==> src/rtl/pipe_pkg.sv <==
// Shared definitions for the pipeline stage register: state encoding and default widths.
package pipe_pkg;

    localparam int unsigned DEF_WIDTH = 32;
    localparam int unsigned DEF_CNT_W = 16;

    typedef enum logic [1:0] {
        ST_EMPTY = 2'd0,
        ST_MAIN  = 2'd1,
        ST_FULL  = 2'd2
    } stageState_e;

endpackage

==> src/rtl/pipe_stage_skid_sat_counter.sv <==
// Saturating up-counter with synchronous clear; clear wins over increment.
module sat_counter
    import pipe_pkg::*;
#(
    parameter int unsigned CNT_W = DEF_CNT_W
) (
    input  logic             clk,
    input  logic             rst,
    input  logic             clr,
    input  logic             inc,
    output logic [CNT_W-1:0] count
);

    always_ff @(posedge clk or posedge rst) begin
        if (rst) begin
            count <= '0;
        end else if (clr) begin
            count <= '0;
        end else if (inc && (count != '1)) begin
            count <= count + 1'b1;
        end
    end

endmodule

==> src/rtl/pipe_stage_skid.sv <==
// Pipeline stage register with valid/ready handshake, synchronous flush,
// optional two-entry skid buffer and a saturating stall-cycle counter.
module pipe_stage_skid
    import pipe_pkg::*;
#(
    parameter int unsigned WIDTH = DEF_WIDTH,
    parameter bit          SKID  = 1'b1,
    parameter int unsigned CNT_W = DEF_CNT_W
) (
    input  logic             clk,
    input  logic             rst,
    input  logic             flush,
    input  logic             inValid,
    output logic             inReady,
    input  logic [WIDTH-1:0] inData,
    output logic             outValid,
    input  logic             outReady,
    output logic [WIDTH-1:0] outData,
    output logic [1:0]       level,
    input  logic             cntClr,
    output logic [CNT_W-1:0] stallCnt
);

    stageState_e      state, stateNxt;
    logic [WIDTH-1:0] mainReg, skidReg;
    logic             accept, take;
    logic             loadMainIn, loadMainSkid, loadSkid, clearRegs;

    // With SKID the ready is decoded from state only, cutting the outReady path.
    assign inReady  = SKID ? (state != ST_FULL) : (!outValid || outReady);
    assign outValid = (state != ST_EMPTY);
    assign outData  = mainReg;
    assign level    = state;
    assign accept   = inValid && inReady;
    assign take     = outValid && outReady;

    always_ff @(posedge clk or posedge rst) begin
        if (rst) begin
            state <= ST_EMPTY;
        end else begin
            state <= stateNxt;
        end
    end

    always_comb begin
        stateNxt     = state;
        loadMainIn   = 1'b0;
        loadMainSkid = 1'b0;
        loadSkid     = 1'b0;
        clearRegs    = 1'b0;
        if (flush) begin
            stateNxt  = ST_EMPTY;
            clearRegs = 1'b1;
        end else begin
            case (state)
                ST_EMPTY: begin
                    if (accept) begin
                        stateNxt   = ST_MAIN;
                        loadMainIn = 1'b1;
                    end
                end
                ST_MAIN: begin
                    if (accept && take) begin
                        loadMainIn = 1'b1;
                    end else if (accept && SKID) begin
                        stateNxt = ST_FULL;
                        loadSkid = 1'b1;
                    end else if (take) begin
                        stateNxt = ST_EMPTY;
                    end
                end
                ST_FULL: begin
                    if (take) begin
                        stateNxt     = ST_MAIN;
                        loadMainSkid = 1'b1;
                    end
                end
                default: stateNxt = ST_EMPTY;
            endcase
        end
    end

    always_ff @(posedge clk or posedge rst) begin
        if (rst) begin
            mainReg <= '0;
            skidReg <= '0;
        end else if (clearRegs) begin
            mainReg <= '0;
            skidReg <= '0;
        end else begin
            if (loadMainIn) begin
                mainReg <= inData;
            end else if (loadMainSkid) begin
                mainReg <= skidReg;
            end
            if (loadSkid) begin
                skidReg <= inData;
            end
        end
    end

    sat_counter #(
        .CNT_W(CNT_W)
    ) uStallCnt (
        .clk  (clk),
        .rst  (rst),
        .clr  (cntClr),
        .inc  (outValid && !outReady),
        .count(stallCnt)
    );

endmodule

==> config.mk <==
export PLATFORM = sky130hd
export DESIGN_NAME = pipe_stage_skid
export DESIGN_NICKNAME = d
export VERILOG_FILES = /design/src/rtl/pipe_pkg.sv /design/src/rtl/pipe_stage_skid_sat_counter.sv /design/src/rtl/pipe_stage_skid.sv
export SDC_FILE = /design/constraint.sdc
export NUM_CORES = 1
export LEC_CHECK = 0
export ABC_AREA = 1
export ABC_CLOCK_PERIOD_IN_PS = 1900
export BUFFER_PORTS_ARGS = -buffer_cell sky130_fd_sc_hd__clkbuf_2
export CAP_MARGIN = 10
export CORE_AREA = 2 2 89 125
export CTS_CLUSTER_SIZE = 28
export DETAILED_ROUTE_END_ITERATION = 10
export DIE_AREA = 0 0 91 127
export GPL_ROUTABILITY_DRIVEN = 0
export GPL_TIMING_DRIVEN = 0
export PLACE_DENSITY = 0.72
export SLEW_MARGIN = 25
export SYNTH_ARGS = -nofsm -noshare
export SYNTH_HDL_FRONTEND = slang
export SYNTH_SLANG_ARGS = --single-unit
==> constraint.sdc <==
create_clock -name clk -period 1.9 [get_ports clk]
set_input_delay 0 -clock clk [delete_from_list [all_inputs] [get_ports clk]]
set_output_delay 0 -clock clk [all_outputs]
set_load 0.1 [all_outputs]
==> flow_summary.yaml, run 1 <==
clock_network:
  cts_root_buffer: "clkbuf_16"
  cts_tree: "built"
  cts.htree.levels: 3
  clk_latency_ps: 330
  path_clk_slew_ps: 60
  cts_sinks: 82
  cts_buffer_depth: 2
  numCtsBuffers: 9
cells_and_area:
  stdcell_count: 771
  diodes: 0
  n_fill_cell: 1002
  area_delta_synth_final_pct: 34.60
  layout_commonest_cell: "nand2_1"
  fin_nets: 668
  drive_above_1_share_pct: 24.01
  layout_common_cells: "nand2_1 (99), clkbuf_2 (90), inv_1 (79)"
power_and_ir_drop:
  leakagePower_nw: 2.647
  pwr-share-comb_pct: 30.0
  total_power_mw: 5.267
  swShare_pct: 38.02
  switching_power_mw: 2.002
  seqPwrFrac_pct: 37.9
  clkPwrFrac_pct: 32.1
  peakVddDrop_mv: 0.5787
  powerDensity_nw_per_um2: 981.8
  intPower_mw: 3.264
critical_path:
  critPathKind: "primary input to flip-flop"
  cp.arrival_ps: 1990
  end_kind: "flip-flop"
  required_ps: 2160
  reg2reg_from: "uStallCnt.count[0]"
  critPathLaunchType: "primary input"
  r2r_cells: 10
  rrSetupSlack_ps: 190
  r2r_end: "uStallCnt.count[5]"
  cp-startpoint: "flush"
  timing.critical_path.cells: "dlygate4sd3_1, clkbuf_2, inv_1, clkbuf_2, o21ai_0, o32ai_1, dlygate4sd3_1"
  crit_end: "level[1]"
  slowest_delay_ps: 590
  slowest_stage: "dlygate4sd3_1"
  path_max_fanout: 10
logic_synthesis:
  synth_top_cell_by_area: "dfrtp_1"
  ys_types: 27
  synthesis.area_um2: 3985
  synth_area_leaders: "dfrtp_1 (51%), nand2_1 (9.4%), o21ai_0 (8.4%)"
  yosysSeqAreaShare_pct: 51.49
  synth.net_count: 529
  yosysTopAreaCellShare_pct: 51.49
  syn_inst: 490
  synth_warnings: 0
  ys_ff_latch: 82
  syn_avg_cell_area_um2: 8.133
timing:
  max-slew-margin-rel_pct: 54.29
  finalWorstSetupSlack_ps: 167.2
  fin_skew_ps: 7.389
  rsz0062_at_grt: "false"
  worst_pin_slew_ps: 684.2
  drv_slew: 0
  fmax_mhz: 577.1
  finalCritPeriodShare_pct: 91.20
  setup-tns-final_ps: 0
  min_period_ps: 1733
  finalHoldViolations: 0
  setup_viol: 0
global_routing:
  antenna_found_initial: 0
  grt_use_met2_pct: 33.81
  grt_use_met1_pct: 21.24
  groute.layer.met3.usage_pct: 4.245
  grt_pass1_wl_um: 17610
  grt_overflow_total: 0
  grt.busiest_layer: "met2"
  grt_pass1_vias: 3825
  grt_usage_pct: 18.68
  grt_max_degree: 33
detailed_routing:
  first_pass_iters: 6
  drtIter0Drc: 238
  drt-total-wl_um: 10560
  drt_drc_violations_left: 0
  vias_per_cell: 4.997
  ant_nets: 0
  route.vias.total: 3853
  wire_per_inst_um: 13.70
floorplan:
  fp.dieW_um: 91
  core_um2: 10350
  ioPinCount: 90
  die_y_um: 127
  initial_core_util_pct: 38.50
  rows: 44
  die_area_um2: 11560
placement:
  port_buffers: 89
  placed_cells: 719
  preCtsSetupSlack_ps: -70.10
  dp_hpwl_um: 7606
run:
  drv_cap: 0
outcome:
  status: "finished, final reports clean"
hold_path:
  worstHoldPathType: "primary input to flip-flop"
==> per-stage QoR <==
step / cell area (µm²) / hold WS, ps / util, %
finish: 5364 / 24.85 / 51.83
global route: 5364 / 23.01 / 51.83
CTS: 5349 / 15.72 / 51.68
detailed placement: 4693 / 126.8 / 45.35
global placement: 4646 / 224.6 / 44.89
floorplan: 4028 / 106.8 / -
==> per-layer routing <==
layer | routed length [µm] | share of wire (%)
met1 | 4266 | 40
met2 | 5471 | 52
met3 | 559 | 5.3
met4 | 263 | 2.5
met5 | 0 | 0
==> power groups by stage <==
stage / registers [mW] / clock network [mW] / logic, mW
2_1_floorplan: 2.70 / 0 / 0.505
3_5_place_dp: 2.03 / 0 / 1.50
4_1_cts: 2.00 / 1.73 / 1.58
3_3_place_gp: 2.02 / 0 / 1.47
5_1_grt: 2.02 / 1.81 / 1.68
6_report: 2.00 / 1.69 / 1.58
==> worst max-delay path: cells and delay by family <==
family	cells	cell delay, ps
AO/OA/AOI/OAI	2	310
buffers and inverters	5	1680
==> registers in the layout, indices dropped and copies added (netlist names) <==
signal	count
outData	32
skidReg	32
uStallCnt.count	16
level	2
==> synth_stat cells <==
cell and n:
o21ai_2 1, or2_2 2, nand3b_1 2, nand2_1 100, a21oi_1 1, dfrtp_1 82, nand3_1 44, o21bai_1 3
nand2_2 1, buf_2 7, xor2_1 4, inv_2 1, nor2_1 19, o32ai_1 1, nor2_4 2, nand4_1 17
o21ai_0 67, ha_1 1, nor2_8 1, nor2_2 1, clkbuf_1 13, inv_1 81, buf_4 4, o22ai_1 32
buf_1 1, o211ai_2 1, buf_6 1
==> layout make-up <==
| type | instances | area (µm²) | area share, % |
|---|---|---|---|
| flip-flops and latches | 82 | 2077 | 38.72 |
| multi-input cells | 300 | 1521 | 28.36 |
| repair buffers | 128 | 858.3 | 16.00 |
| inverters | 82 | 315.3 | 5.878 |
| clock buffers | 10 | 229.0 | 4.269 |
| well taps | 138 | 172.7 | 3.219 |
| plain buffers | 26 | 133.9 | 2.496 |
| clock inverters | 5 | 56.30 | 1.050 |
==> how the worst min path moves through the flow <==
stage	from	end	slack, ps	cells after the start
2_1_floorplan	outReady	level[1]	110	1
3_3_place_gp	flush	level[1]	220	2
3_5_place_dp	rst	outData[15]	130	2
4_1_cts	cntClr	uStallCnt.count[13]	20	4
5_1_grt	cntClr	uStallCnt.count[11]	20	4
6_report	cntClr	uStallCnt.count[11]	20	4
==> what timing repair did <==
item	CTS	global route
resized for setup	1	5
pin swaps	1	1
hold buffers	35	0
setup endpoints to repair	16	17
endpoints found under the hold margin	59	0
buffers inserted	2	0
==> cells by family after synthesis <==
logic type,count (synthesis),share of synthesized area (%)
and+or+nand+nor,189,21.48
buffers and inverters,108,10.96
AOI/OAI and AO/OA,106,14.88
DFF,82,51.49
xor gates and xnor gates,4,0.8790
adders and majority gates,1,0.3139
No activity file was read; power rests on OpenSTA's default activity.
==> run 2, diff against run 1 <==
Settings changed: ABC_AREA 1 to not set, CORE_AREA 2 2 89 125 to 2 2 87 122, DIE_AREA 0 0 91 127 to 0 0 89 124.
==> run 2 against run 1 <==
Compared with the run above:
- worst hold slack improved by 48 ps
- clock power fell by 4%
- sequential share of layout area rose by 0.43 points
- critical path type is now flip-flop to flip-flop
- global-route usage rose by 0.30 points
- non-clock buffer count rose by 5
- largest power group unchanged
==> flow_summary.yaml, run 2 <==
floorplan:
  fp.dieW_um: 89
  die_area_um2: 11040
  ioPinCount: 90
  rows: 43
  die_y_um: 124
  initial_core_util_pct: 38.31
  core_um2: 9899
cells_and_area:
  multi_input_area_um2: 1722
  design_area_um2: 5381
  n_fill_cell: 915
  layout_commonest_cell: "nand2_1"
  ff_latch_area_um2: 2107
  stdcell_count: 685
  fin_util_pct: 54.36
  fin_nets: 584
  area_delta_synth_final_pct: 41.90
  layout_common_cells: "nand2_1 (105), clkbuf_2 (95), dfrtp_1 (64)"
  drive_above_1_share_pct: 30.91
  diodes: 0
placement:
  dp_hpwl_um: 7194
  preCtsSetupSlack_ps: -193.7
  port_buffers: 87
  placed_cells: 623
  dpl_cell_area_um2: 4556
global_routing:
  grt_usage_pct: 18.98
  grt_pass1_wl_um: 16260
  grt_overflow_total: 0
  antenna_found_initial: 0
  grt_pass1_vias: 3492
  grt_max_degree: 31
timing:
  worst_pin_slew_ps: 610.1
  fmax_mhz: 542.3
  drv_slew: 0
  rsz0062_at_grt: "false"
  max-slew-margin-rel_pct: 59.33
  finalCritPeriodShare_pct: 97.05
  finalHoldViolations: 0
  setup-tns-final_ps: 0
  fin_skew_ps: 8.125
  finalWorstSetupSlack_ps: 56.14
  min_period_ps: 1844
  setup_viol: 0
power_and_ir_drop:
  pwr-share-comb_pct: 17.9
  powerDensity_nw_per_um2: 785.5
  swShare_pct: 30.97
  leakagePower_nw: 2.517
  clkPwrFrac_pct: 38.5
  intPower_mw: 2.918
  seqPwrFrac_pct: 43.6
  switching_power_mw: 1.309
  peakVddDrop_mv: 0.5216
clock_network:
  cts_buffer_depth: 2
  cts_tree: "built"
  numCtsBuffers: 9
  cts_sinks: 82
  cts.htree.levels: 3
  path_clk_slew_ps: 60
  clk_latency_ps: 330
  cts_root_buffer: "clkbuf_16"
hold_path:
  worstHoldPathType: "primary input to flip-flop"
  whs_path_depth: 2
critical_path:
  r2r_cells: 5
  critPathLaunchType: "flip-flop"
  critPathKind: "flip-flop to flip-flop"
  end_kind: "flip-flop"
  path_max_fanout: 10
  cp.arrival_ps: 2100
  required_ps: 2150
logic_synthesis:
  synthTopCellsByCount: "nand2_1 (105), dfrtp_1 (82), a21oi_1 (46)"
  ys_ff_latch: 82
  syn_avg_cell_area_um2: 9.529
  synth_area_leaders: "dfrtp_1 (54%), nand2_1 (10%), mux2i_1 (9.0%)"
  yosysSeqAreaShare_pct: 54.11
  synth.net_count: 437
  yosysTopAreaCellShare_pct: 54.11
  syn_inst: 398
  async_flop_share_pct: 100.0
  synth_warnings: 0
  ys_types: 36
  synth_most_common_cell: "nand2_1"
  synth_ff_type: "dfrtp_1"
  synth_edf_count: 0
  synthesis.area_um2: 3792
  synth_top_cell_by_area: "dfrtp_1"
detailed_routing:
  ant_nets: 0
  vias_per_cell: 5.190
  first_pass_iters: 6
  drt_drc_violations_left: 0
  route.vias.total: 3555
  drt-total-wl_um: 10460
  drtIter0Drc: 137
  wire_per_inst_um: 15.27
run:
  drv_cap: 0
outcome:
  status: "finished, final reports clean"
[run 2: cells by family after synthesis]
logic type	share of synthesized area [%]
AND/OR/NAND/NOR	18.81
AO/OA/AOI/OAI	14.29
flip-flops	54.11
multiplexers	9.568
buffers and inverters	2.903
adder cells (fa/ha/maj)	0.3299
[run 2: what timing repair did]
item                                    in CTS  in global routing
hold buffers                                34                  0
pin swaps                                    2                  5
endpoints found under the setup margin      35                 69
cloned                                       0                  0
buffers inserted                             1                 13
hold endpoints to repair                   112                  0
gates resized for setup                     10                 25
[run 2: critical path: stages (launching register included)]
cell and delay [ps]:
dfrtp_4 470, o21bai_4 120, or3_4 410, buf_6 150
or4_1 480, a21oi_2 140
[run 2: stage by stage]
stage / hold slack, ps / power, mW
finish: 72.64 / 4.227
global route: 115.9 / 4.392
CTS: 61.93 / 4.247
detailed placement: -23.19 / 2.547
global placement: 232.4 / 2.516
floorplan: 67.08 / 2.361
[run 2: final timing paths]
check | startpoint | to | slack (ps)
max reg2reg | level[1] | uStallCnt.count[11] | 60
min in group asynchronous | rst | uStallCnt.count[5] | 170
min reg2reg | outData[23] | outData[23] | 480
max in group asynchronous | rst | skidReg[9] | 1140
min | cntClr | uStallCnt.count[14] | 70
max | level[1] | uStallCnt.count[11] | 60
[run 2: layer usage]
layer,vias up,track usage [%],wire (µm)
met4,0,7.743,250
met3,23,4.573,495
met1,1739,21.90,4166
met5,-,0,0
met2,111,33.30,5544
li1,1682,-,-
[run 2: power groups by stage]
stage	Combinational (mW)	Sequential [mW]	Clock, mW
after floorplan	0.220	2.14	0
after detailed placement	0.671	1.88	0
after global routing	0.804	1.85	1.74
after CTS	0.734	1.84	1.67
final	0.757	1.84	1.63
after global placement	0.644	1.87	0
[run 2: area by class of cell]
type                            count  share of cell area (%)
Sequential cell                    82                   39.15
Multi-Input combinational cell    288                   31.99
Buffer                             22                   2.232
Inverter                            5                  0.4883
Clock buffer                       10                   4.255
Tap cell                          135                   3.139
Timing Repair Buffer              137                   17.81
Clock inverter                      6                  0.9300
